**config.mk**
```make
export PLATFORM = sky130hd
export DESIGN_NAME = multi_switch_debouncer
export DESIGN_NICKNAME = d
export VERILOG_FILES = /design/src/rtl/debounce_pkg.sv /design/src/rtl/debounce_channel.sv /design/src/rtl/multi_switch_debouncer.sv
export SDC_FILE = /design/constraint.sdc
export NUM_CORES = 1
export LEC_CHECK = 0
export BUFFER_PORTS_ARGS = -buffer_cell sky130_fd_sc_hd__clkbuf_2
export CAP_MARGIN = 20
export CORE_ASPECT_RATIO = 0.75
export CORE_MARGIN = 4
export CORE_UTILIZATION = 30
export CTS_BUF_LIST = sky130_fd_sc_hd__clkbuf_2 sky130_fd_sc_hd__clkbuf_4 sky130_fd_sc_hd__clkbuf_8
export DETAILED_ROUTE_END_ITERATION = 10
export MAX_ROUTING_LAYER = met4
export PLACE_DENSITY_LB_ADDON = 0.2
export SYNTH_ARGS = -nofsm -noshare
export SYNTH_HDL_FRONTEND = slang
export SYNTH_HIERARCHICAL = 1
export SYNTH_SLANG_ARGS = --single-unit
```
**constraint.sdc**
```tcl
create_clock -name clk -period 3.8 [get_ports clk]
set_clock_uncertainty 0.15 [all_clocks]
set_input_delay 0.76 -clock clk [delete_from_list [all_inputs] [get_ports clk]]
set_output_delay 0.76 -clock clk [all_outputs]
set_load 0.05 [all_outputs]
```
**src/rtl/debounce_pkg.sv**
```systemverilog
// -----------------------------------------------------------------------------
// debounce_pkg
// Shared definitions for the multi-channel switch debouncer.
//   state_t   : per-channel debounce FSM state (IDLE_LO, WAIT_HI, IDLE_HI, WAIT_LO)
//   calc_dvsr : clock cycles per sample tick for a given clock rate and period
// -----------------------------------------------------------------------------
package debounce_pkg;

  typedef enum logic [1:0] {
    IDLE_LO = 2'd0,
    WAIT_HI = 2'd1,
    IDLE_HI = 2'd2,
    WAIT_LO = 2'd3
  } state_t;

  // Cycles per sample tick. Divide first so large clock rates stay in 32 bits.
  function automatic int calc_dvsr(input int clk_hz, input int ms);
    return clk_hz / 1000 * ms;
  endfunction

endpackage

```
**src/rtl/debounce_channel.sv**
```systemverilog
// -----------------------------------------------------------------------------
// debounce_channel
// One switch channel: 2-flop synchroniser, four-state debounce FSM with a
// stable-tick counter, registered level and edge pulses. With the macro
// DEBOUNCE_LONG_PRESS_EN defined, a hold counter also produces a one-shot
// long-press pulse; otherwise long_press is tied low.
// Ports:
//   clk        in   system clock
//   rst        in   synchronous active-high reset
//   tick       in   one-cycle sample strobe from the shared prescaler
//   sw_in      in   raw asynchronous switch input
//   sw_out     out  debounced level (registered)
//   rise       out  one-cycle pulse on accepted 0->1
//   fall       out  one-cycle pulse on accepted 1->0
//   long_press out  one-cycle pulse after LONG_TICKS ticks held high
// -----------------------------------------------------------------------------
module debounce_channel
  import debounce_pkg::*;
#(
  parameter int STABLE_TICKS = 2,
  parameter int LONG_TICKS   = 100
) (
  input  logic clk,
  input  logic rst,
  input  logic tick,
  input  logic sw_in,
  output logic sw_out,
  output logic rise,
  output logic fall,
  output logic long_press
);

  localparam int CW = $clog2(STABLE_TICKS + 1);
  localparam logic [CW-1:0] STABLE_MAX = CW'(STABLE_TICKS);

  logic [1:0]    sync_reg;
  logic          s;
  state_t        state_reg, state_next;
  logic [CW-1:0] cnt_reg, cnt_next, cnt_inc;
  logic          sw_out_reg, sw_out_next;
  logic          rise_reg, rise_next;
  logic          fall_reg, fall_next;

  assign s       = sync_reg[1];
  assign cnt_inc = cnt_reg + 1'b1;

  always_ff @(posedge clk) begin
    if (rst) begin
      sync_reg   <= '0;
      state_reg  <= IDLE_LO;
      cnt_reg    <= '0;
      sw_out_reg <= 1'b0;
      rise_reg   <= 1'b0;
      fall_reg   <= 1'b0;
    end else begin
      sync_reg   <= {sync_reg[0], sw_in};
      state_reg  <= state_next;
      cnt_reg    <= cnt_next;
      sw_out_reg <= sw_out_next;
      rise_reg   <= rise_next;
      fall_reg   <= fall_next;
    end
  end

  // The revert test comes before the tick test in the WAIT states, so a
  // level that drops back on the accepting tick is still rejected.
  always_comb begin
    state_next = state_reg;
    cnt_next   = cnt_reg;
    rise_next  = 1'b0;
    fall_next  = 1'b0;
    case (state_reg)
      IDLE_LO: begin
        if (s) begin
          state_next = WAIT_HI;
          cnt_next   = '0;
        end
      end
      WAIT_HI: begin
        if (!s) begin
          state_next = IDLE_LO;
        end else if (tick) begin
          cnt_next = cnt_inc;
          if (cnt_inc == STABLE_MAX) begin
            state_next = IDLE_HI;
            rise_next  = 1'b1;
          end
        end
      end
      IDLE_HI: begin
        if (!s) begin
          state_next = WAIT_LO;
          cnt_next   = '0;
        end
      end
      WAIT_LO: begin
        if (s) begin
          state_next = IDLE_HI;
        end else if (tick) begin
          cnt_next = cnt_inc;
          if (cnt_inc == STABLE_MAX) begin
            state_next = IDLE_LO;
            fall_next  = 1'b1;
          end
        end
      end
      default: state_next = IDLE_LO;
    endcase
    // Level follows the state being entered so it changes with the pulse.
    sw_out_next = (state_next == IDLE_HI) || (state_next == WAIT_LO);
  end

  assign sw_out = sw_out_reg;
  assign rise   = rise_reg;
  assign fall   = fall_reg;

`ifdef DEBOUNCE_LONG_PRESS_EN
  localparam int HW = $clog2(LONG_TICKS + 1);
  localparam logic [HW-1:0] HOLD_MAX = HW'(LONG_TICKS);

  logic [HW-1:0] hold_reg;
  logic          long_reg;
  logic          holding;

  // WAIT_LO counts too, so a release bounce does not restart the hold time.
  assign holding = (state_reg == IDLE_HI) || (state_reg == WAIT_LO);

  always_ff @(posedge clk) begin
    if (rst) begin
      hold_reg <= '0;
      long_reg <= 1'b0;
    end else begin
      long_reg <= 1'b0;
      // Only a fresh press (from WAIT_HI) re-arms; saturation blocks repeats.
      if (state_reg == WAIT_HI && state_next == IDLE_HI) begin
        hold_reg <= '0;
      end else if (holding && tick && hold_reg != HOLD_MAX) begin
        hold_reg <= hold_reg + 1'b1;
        if (hold_reg + 1'b1 == HOLD_MAX) begin
          long_reg <= 1'b1;
        end
      end
    end
  end

  assign long_press = long_reg;
`else
  assign long_press = 1'b0;
`endif

endmodule

```
**src/rtl/multi_switch_debouncer.sv**
```systemverilog
// -----------------------------------------------------------------------------
// multi_switch_debouncer
// N_CH independent switch debouncers sharing one sample-tick prescaler.
// Optional long-press detection is built when DEBOUNCE_LONG_PRESS_EN is defined.
// Ports:
//   clk        in   system clock
//   rst        in   synchronous active-high reset
//   sw_in      in   [N_CH] raw asynchronous switch inputs
//   sw_out     out  [N_CH] debounced levels
//   rise       out  [N_CH] one-cycle pulse on accepted 0->1
//   fall       out  [N_CH] one-cycle pulse on accepted 1->0
//   long_press out  [N_CH] one-cycle pulse after LONG_TICKS ticks held high
// -----------------------------------------------------------------------------
module multi_switch_debouncer
  import debounce_pkg::*;
#(
  parameter int N_CH         = 4,
  parameter int CLK_FREQ_HZ  = 100_000_000,
  parameter int DEBOUNCE_MS  = 10,
  parameter int STABLE_TICKS = 2,
  parameter int LONG_TICKS   = 100
) (
  input  logic            clk,
  input  logic            rst,
  input  logic [N_CH-1:0] sw_in,
  output logic [N_CH-1:0] sw_out,
  output logic [N_CH-1:0] rise,
  output logic [N_CH-1:0] fall,
  output logic [N_CH-1:0] long_press
);

  localparam int DVSR = calc_dvsr(CLK_FREQ_HZ, DEBOUNCE_MS);
  localparam int PW   = $clog2(DVSR);
  localparam logic [PW-1:0] PRESC_LAST = PW'(DVSR - 1);

  logic [PW-1:0] presc_reg;
  logic          tick;

  assign tick = (presc_reg == PRESC_LAST);

  always_ff @(posedge clk) begin
    if (rst) begin
      presc_reg <= '0;
    end else if (tick) begin
      presc_reg <= '0;
    end else begin
      presc_reg <= presc_reg + 1'b1;
    end
  end

  for (genvar gi = 0; gi < N_CH; gi++) begin : g_ch
    debounce_channel #(
      .STABLE_TICKS(STABLE_TICKS),
      .LONG_TICKS  (LONG_TICKS)
    ) u_ch (
      .clk       (clk),
      .rst       (rst),
      .tick      (tick),
      .sw_in     (sw_in[gi]),
      .sw_out    (sw_out[gi]),
      .rise      (rise[gi]),
      .fall      (fall[gi]),
      .long_press(long_press[gi])
    );
  end

endmodule
```
==> impl_metrics.tcl <==
set metrics [dict create \
    power_uw 945 \
    synth_flop_cell "dfxtp_1" \
    end_kind "flop" \
    mostFrequentLayoutCell "dfxtp_1" \
    num_rows 27 \
    dieArea_um2 8940 \
    finalSetupTns_ns 0 \
    worstMarginPinSlew_ns 0.761 \
    viasPerCell 4.58 \
    core-area_um2 7300 \
    syn_nets 243 \
    dpl.hpwl_um 2590 \
    ios 22 \
    crit_type "flop to flop" \
    synth_area_leaders "dfxtp_1 (50%), xnor2_1 (4.7%), nor2_1 (4.5%)" \
    start_util 0.308 \
    synth_cell_types 32 \
    wl_per_cell_um 11.0 \
    layoutNonFillerInstCount 348 \
    die_h_um 82.9 \
    grt_usage 0.0952 \
    synth_top_area_share 0.499 \
    htreeDepth 2 \
    synth.avg_cell_area_um2 9.68 \
    fillers 787 \
    startpoint "presc_reg[0]" \
    ys_warn_count 6 \
    antenna_found_initial 0 \
    cts.sinks 56 \
    slew_viol_final 0 \
    period_needed_ns 2.41 \
    powerDensity_nw_per_um2 381 \
    rr_startpoint "presc_reg[0]" \
    ctsHoldBuffers 0 \
    synthCells 232 \
    cts.repair.resized 0 \
    antennaDiodeCount 0 \
    ant_nets 0 \
    synth-seq-cells 56 \
    gp_congestion 0.760 \
    postCtsSetupRepairBufs 0 \
    clock_latency_ns 0.30 \
    hold_path_class "flop to flop" \
    cts_tree "yes" \
    rrSetupSlack_ns 1.39 \
    max_freq_mhz 415 \
    area_delta_synth_final_pct 10.6 \
    mostFrequentLayoutCells "dfxtp_1 (56), nor2_1 (27), clkbuf_2 (17)" \
    vdd_drop_max_uv 154 \
    yosysTopAreaCell "dfxtp_1" \
    path_clk_slew_ns 0.10 \
    grt_start_max_net_pins 39 \
    grt_setup_unrepaired "false" \
    cts_root_buf "clkbuf_8" \
    crit_path_end "g_ch[3].u_ch/cnt_reg[1]" \
    pre_cts_ws_ns 1.38 \
    fin_util 0.340 \
    status "completed" \
    netlist_area_um2 2240 \
    final_nets 258 \
    synth_edf_count 0 \
    dr.pass1.iters 4 \
    grt_pass1_wl_um 6820 \
    power.leakage_uw 0.000854 \
    arrival_ns 2.49 \
    crit_fanout 16 \
    hold_viol_final 0 \
    ff2ff_path_depth 8 \
    vias 1595 \
    port_buffers 17 \
    maxCapViolCount 0 \
    cts_buffers 5 \
    synthArstFlopShare 0 \
    clockBufferDepth 2 \
    required_ns 3.87 \
    yosysSeqAreaShare 0.499 \
    hold_start "g_ch[1].u_ch/sync_reg[0]" \
    wl_um 3820 \
    timing.final.crit_share 0.635 \
    setup_viol 0 \
    dr.first_iter.drc_count 58 \
    worst_slew_margin_rel 0.493 \
    post-place-cells 341 \
    setup_ws_ns 1.39 \
    largest_register_ffs 20 \
    reg2reg_to "g_ch[3].u_ch/cnt_reg[1]" \
    drc 0 \
    die_w_um 108 \
    grt-ovfl-total 0 \
    drive_above_1_share 0.134 \
    grt_pass1_vias 1479 \
    worstSetupStartpointType "flop" \
]
==> power breakdown <==
group | internal, uW | leakage (uW) | switching, uW
sequential | 594 | 0.000454 | 6.61
clock | 125 | 0.0000400 | 185
combinational | 9.95 | 0.000360 | 23.5
total | 730 | 0.000854 | 215
==> synthesized netlist by cell type (3+ instances only) <==
library cell and number:
dfxtp_1 56, conb_1 4, or3_1 9, o21ai_0 8, a311oi_1 4, nand2_1 3, o31ai_1 3, nand2_2 4
nor2b_1 12, nand3_1 11, a21oi_1 12, nand4_1 7, nor2_1 27, xnor2_1 12, nor4b_1 9, mux2i_1 5
ha_1 5, nor4_1 4, xor2_1 6, buf_4 4, or4_1 4, inv_1 7, clkbuf_1 4
==> worst min-delay path by stage <==
stage | end | slack, ns | depth (start not counted)
6_report | g_ch[1].u_ch/sync_reg[1] | 0.29 | 1
5_1_grt | g_ch[3].u_ch/sync_reg[1] | 0.31 | 1
4_1_cts | g_ch[1].u_ch/sync_reg[1] | 0.30 | 1
3_5_place_dp | g_ch[1].u_ch/sync_reg[1] | 0.27 | 1
3_3_place_gp | g_ch[3].u_ch/sync_reg[1] | 0.27 | 1
2_1_floorplan | g_ch[0].u_ch/sync_reg[1] | 0.26 | 1
==> metal layers <==
| metal | up-vias | part of all wire | global-route usage |
|---|---|---|---|
| met1 | 727 | 0.56 | 0.141 |
| met4 | 0 | 0.011 | 0.0310 |
| met3 | 5 | 0.049 | 0.0287 |
| met5 | - | 0 | - |
| met2 | 26 | 0.38 | 0.121 |
| li1 | 837 | - | - |
==> through the flow <==
stage | cell area [um2] | hold slack [ns]
2_1_floorplan | 2240 | 0.264
3_3_place_gp | 2400 | 0.266
3_5_place_dp | 2400 | 0.275
4_1_cts | 2480 | 0.299
5_1_grt | 2480 | 0.312
6_report | 2480 | 0.293
==> critical path: stages, from the launching register on <==
cell	delay [ns]
dfxtp_1	0.39
ha_1	0.22
and3_1	0.20
nand3_1	0.22
nor4b_2	0.32
buf_4	0.25
nand2_2	0.07
or3_1	0.34
a21oi_1	0.16
==> layout make-up <==
cell class	instances	area [um2]	area share
flip-flops and latches	56	1120	0.451
multi-input cells	159	1040	0.417
clock inverters	2	12.5	0.00504
inverters	7	26.3	0.0106
well taps	101	126	0.0509
clock buffers	5	68.8	0.0277
repair buffers	18	92.6	0.0373
==> cells by family (layout without fill, tap and decap cells) <==
logic type / Yosys count / after routing / share of synthesized area
XOR/XNOR: 18 / 18 / 0.0702
multiplexers: 5 / 5 / 0.0223
flip-flops: 56 / 56 / 0.499
buffers and inverters: 17 / 32 / 0.0418
other: 4 / 4 / 0.00669
AND/OR/NAND/NOR: 99 / 99 / 0.253
adder cells (fa/ha/maj): 5 / 5 / 0.0279
AO/OA/AOI/OAI: 28 / 28 / 0.0786
No activity file was read; power rests on OpenSTA's default activity.
